==> src/rtl/msk_unmask_seq.sv <==
// msk_unmask_seq -- sequential unmasking of a d-share Boolean sharing.
//
// Accepts a count-bit value split into d Boolean shares and recombines it
// one share per clock into an accumulator. No logic cone ever XORs all of
// a bit's shares at once; the only place shares meet is the acc register.
//
// Ports
//   clk        clock, all state updates on the rising edge
//   rst        synchronous active-high reset
//   in_shares  sharing; share j of bit i sits at bit i*d+j
//   in_valid   in_shares valid
//   in_ready   block can accept a sharing (registered, high only in IDLE)
//   out_data   recombined plaintext, forced to 0 while out_valid is low
//   out_valid  out_data valid (registered, high only in DONE)
//   out_ready  consumer accepts out_data
//
// state  | meaning
// S_IDLE | waiting for a sharing, in_ready=1
// S_ACCUM| folding share cnt into acc, one share per cycle
// S_DONE | plaintext presented, waiting for out_ready

module msk_unmask_seq #(
  parameter int d     = 2,
  parameter int count = 1
) (
  input  logic                 clk,
  input  logic                 rst,
  input  logic [count*d-1:0]   in_shares,
  input  logic                 in_valid,
  output logic                 in_ready,
  output logic [count-1:0]     out_data,
  output logic                 out_valid,
  input  logic                 out_ready
);

  localparam int              CW       = (d > 1) ? $clog2(d) : 1;
  localparam logic [CW-1:0]   CNT_LAST = CW'(d - 1);
  localparam logic [CW-1:0]   CNT_ONE  = CW'(1);

  typedef enum logic [1:0] {
    S_IDLE  = 2'd0,
    S_ACCUM = 2'd1,
    S_DONE  = 2'd2
  } state_t;

  state_t               state_q;
  logic [count*d-1:0]   share_q;
  logic [count-1:0]     acc_q;
  logic [count-1:0]     acc_d;
  logic [count-1:0]     first_share;
  logic [CW-1:0]        cnt_q;
  logic                 in_ready_q;
  logic                 out_valid_q;
  logic [d-1:0]         bit_shares;

  // Registered-index mux: pick share cnt_q of every bit out of share_q and
  // fold it into the running sum. first_share only taps share 0 of the
  // incoming sharing, so no two shares are combined here either.
  always_comb begin
    acc_d       = acc_q;
    first_share = '0;
    bit_shares  = '0;
    for (int i = 0; i < count; i++) begin
      bit_shares     = share_q[i*d +: d];
      acc_d[i]       = acc_q[i] ^ bit_shares[cnt_q];
      first_share[i] = in_shares[i*d];
    end
  end

  always_ff @(posedge clk) begin
    if (rst) begin
      state_q     <= S_IDLE;
      share_q     <= '0;
      acc_q       <= '0;
      cnt_q       <= '0;
      in_ready_q  <= 1'b1;
      out_valid_q <= 1'b0;
    end else begin
      case (state_q)
        S_IDLE: begin
          if (in_valid && in_ready_q) begin
            share_q    <= in_shares;
            acc_q      <= first_share;
            cnt_q      <= CNT_ONE;
            in_ready_q <= 1'b0;
            if (d == 1) begin
              state_q     <= S_DONE;
              out_valid_q <= 1'b1;
            end else begin
              state_q <= S_ACCUM;
            end
          end
        end
        S_ACCUM: begin
          acc_q <= acc_d;
          cnt_q <= cnt_q + 1'b1;
          if (cnt_q == CNT_LAST) begin
            state_q     <= S_DONE;
            out_valid_q <= 1'b1;
          end
        end
        S_DONE: begin
          // Zeroise the sharing and the sum as soon as the consumer takes it.
          if (out_ready) begin
            state_q     <= S_IDLE;
            share_q     <= '0;
            acc_q       <= '0;
            cnt_q       <= '0;
            in_ready_q  <= 1'b1;
            out_valid_q <= 1'b0;
          end
        end
        default: begin
          state_q     <= S_IDLE;
          share_q     <= '0;
          acc_q       <= '0;
          cnt_q       <= '0;
          in_ready_q  <= 1'b1;
          out_valid_q <= 1'b0;
        end
      endcase
    end
  end

  assign in_ready  = in_ready_q;
  assign out_valid = out_valid_q;
  // Partial sums never leave the block.
  assign out_data  = acc_q & {count{out_valid_q}};

endmodule

==> config.mk <==
export PLATFORM = sky130hd
export DESIGN_NAME = msk_unmask_seq
export DESIGN_NICKNAME = d
export VERILOG_FILES = /design/src/rtl/msk_unmask_seq.sv
export SDC_FILE = /design/constraint.sdc
export NUM_CORES = 1
export LEC_CHECK = 0
export ABC_CLOCK_PERIOD_IN_PS = 3700
export CAP_MARGIN = 25
export CORE_AREA = 2 2 39 41
export CTS_BUF_LIST = sky130_fd_sc_hd__clkbuf_4 sky130_fd_sc_hd__clkbuf_8 sky130_fd_sc_hd__clkbuf_16
export DETAILED_ROUTE_END_ITERATION = 8
export DIE_AREA = 0 0 41 43
export DONT_BUFFER_PORTS = 1
export HOLD_SLACK_MARGIN = 0.15
export SETUP_SLACK_MARGIN = 0.5
export SLEW_MARGIN = 10
export SYNTH_ARGS = -nofsm -noshare
export SYNTH_HDL_FRONTEND = slang
export SYNTH_SLANG_ARGS = --single-unit
==> constraint.sdc <==
create_clock -name clk -period 3.7 [get_ports clk]
set_clock_uncertainty 0.05 [all_clocks]
set_input_delay 0.555 -clock clk [delete_from_list [all_inputs] [get_ports clk]]
set_output_delay 0.555 -clock clk [all_outputs]
set_load 0.02 [all_outputs]
==> out/metrics.yaml <==
yosys:
  synth.area.mux_share_pct: 5.20
  synth_compound_area_share_pct: 27.8
  ys_ff_latch: 8
  yosys_warnings: 0
  ys_async_sr_fraction_pct: 0
  synth_top_family_by_area: "compound AO/OA/AOI/OAI gates"
  synth-simple-area-share_pct: 23.5
  ys_seq_area_share_pct: 39.1
  synthDistinctLibCells: 28
  synth_top_flop_cell: "dfxtp_1"
  synth_nets: 53
  syn_inst: 47
  synth-edff-count: 0
  synth.avg_cell_area_um2: 8.71
  synth-xor-area-share_pct: 0
  synth_fa_ha_area_share_pct: 0
  synth_area_um2: 409
clocking:
  cts_buffer_depth: 2
  cts_tree: "done"
  clock_sinks: 8
  htree_levels: 1
  numCtsBuffers: 3
  postCtsSetupRepairBufs: 0
  clock_latency_ps: 250
  root_buffer: "clkbuf_4"
  clk_pin_slew_ps: 60
  hold_buffers: 0
  cts_resized: 0
die:
  die_w_um: 41
  io_pins: 9
  start_util_pct: 29.6
  dieArea_um2: 1760
  die_h_um: 43
  num_rows: 14
  core_area_um2: 1380
worst_setup_path:
  criticalPathCategory: "reg2out"
  cp.arrival_ps: 1000
  cp_max_fo: 3
  cp_num_buf_inv: 0
  crit_chain: "and2_1"
  required_ps: 3090
  crit_family: "flip-flops"
  critical_path.startpoint_type: "flop"
  cp_slowest_cell: "dfxtp_1"
  endpoint_kind: "output port"
  max_stage_delay_ps: 460
final_layout:
  utilization_pct: 31.6
  final_nets: 55
  final_common_cell: "dfxtp_1"
  final_cell_mix: "8 x dfxtp_1, 7 x a21oi_1, 3 x nor2_1, 3 x clkbuf_4"
  drive_above_1_share_pct: 17.0
  fin_cells: 63
  area_delta_synth_final_pct: 7.03
  antenna-diode-count: 0
power:
  vdd_drop_max_uv: 101
  p_total_uw: 206
  seqPwrFrac_pct: 52.7
  power.leakage_uw: 0.000152
  comb_power_share_pct: 14.2
  powerDensity_nw_per_um2: 471
  p_sw_share_pct: 28.0
  p_switching_uw: 57.8
  intPower_uw: 149
  p_clk_share_pct: 33.1
grt:
  grt_max_degree: 16
  grt_pass1_wl_mm: 1.48
  grt_overflow: 0
  grt_antenna_before_repair: 0
  grt_pass1_vias: 387
  track_usage_pct: 12.7
timing:
  holdWs_ps: 310
  slew_viol_final: 0
  final-hold-violation-count: 0
  slew_headroom_pct: 71.8
  period_needed_ps: 1600
  fin_crit_sh_pct: 43.3
  clock.fmax_mhz: 624
  final-setup-viol-count: 0
  setup_tns_ps: 0
  tightest_slew_ps: 423
  rsz0062_at_grt: "no"
route:
  vias_per_cell: 5.65
  post_drt_wl_per_cell_um: 14.5
  drc: 0
  routed_wl_um: 911
  ant_nets: 0
  num_vias: 356
  first_pass_iters: 4
  first_iter_violations: 12
status:
  status: "finished, final reports clean"
run:
  drv_cap: 0
placement:
  dp_hpwl_um: 670
  place_congestion: 0.688
  io_buffers: 0
  dp_cells: 60
worst_hold_path:
  hold_class: "in2reg"
==> layout make-up <==
class,count,area (um2)
well taps,16,20.0
inverters,1,3.75
flip-flops and latches,8,160
fillers,153,946
multi-input cells,35,231
clock buffers,3,22.5
==> worst paths after layout <==
kind / startpoint / to / slack [ps] / depth (start not counted)
setup / recovery: out_valid$_SDFFE_PP0P_ / out_data / 2100 / 1
hold / removal: rst / out_valid$_SDFFE_PP0P_ / 310 / 1
setup reg to reg: state_q[0]$_SDFFE_PP0P_ / acc_q$_SDFFE_PP0P_ / 2280 / 3
hold reg to reg: acc_q$_SDFFE_PP0P_ / acc_q$_SDFFE_PP0P_ / 450 / 2
==> routing by layer <==
metal | vias up | wire length [um] | global-route usage, % | share of wire, %
met5 | - | 0 | 0 | 0
met4 | 0 | 14 | 13.3 | 1.5
met3 | 2 | 48 | 2.09 | 5.3
met2 | 13 | 444 | 17.5 | 49
met1 | 165 | 402 | 14.9 | 44
li1 | 176 | - | - | -
==> Yosys cell counts, drive strengths merged (2+ instances only) <==
cell type / n / area share [%]
dfxtp: 8 / 39
a21oi: 7 / 8.6
buf: 3 / 3.4
nand2: 3 / 3.4
nor2: 3 / 2.8
o311ai: 2 / 4.3
or3b: 2 / 4.3
==> power by group through the flow <==
stage,combinational (uW),clock [uW],sequential [uW]
2_1_floorplan,30.7,0,105
3_3_place_gp,28.8,0,110
3_5_place_dp,29.7,0,111
4_1_cts,29.8,71.6,109
5_1_grt,33.7,72.8,111
6_report,29.3,68.3,109
==> through the flow <==
step,instance area [um2],worst slack (ps)
3_5_place_dp,415,2290
6_report,438,2100
5_1_grt,438,2060
3_3_place_gp,415,2320
2_1_floorplan,409,2370
4_1_cts,438,2080
==> kinds of logic (layout without fill, tap and decap cells) <==
family          after synthesis  count (layout)
compound gates               17              17
simple gates                 16              16
flops                         8               8
buf+inv                       4               4
mux                           2               2
==> sequential cells by signal, indices dropped and copies added (netlist names) <==
name	flops
in_ready	1
out_valid	1
cnt_q	1
state_q	2
bit_shares	2
acc_q	1
No activity file was read; power rests on OpenSTA's default activity.
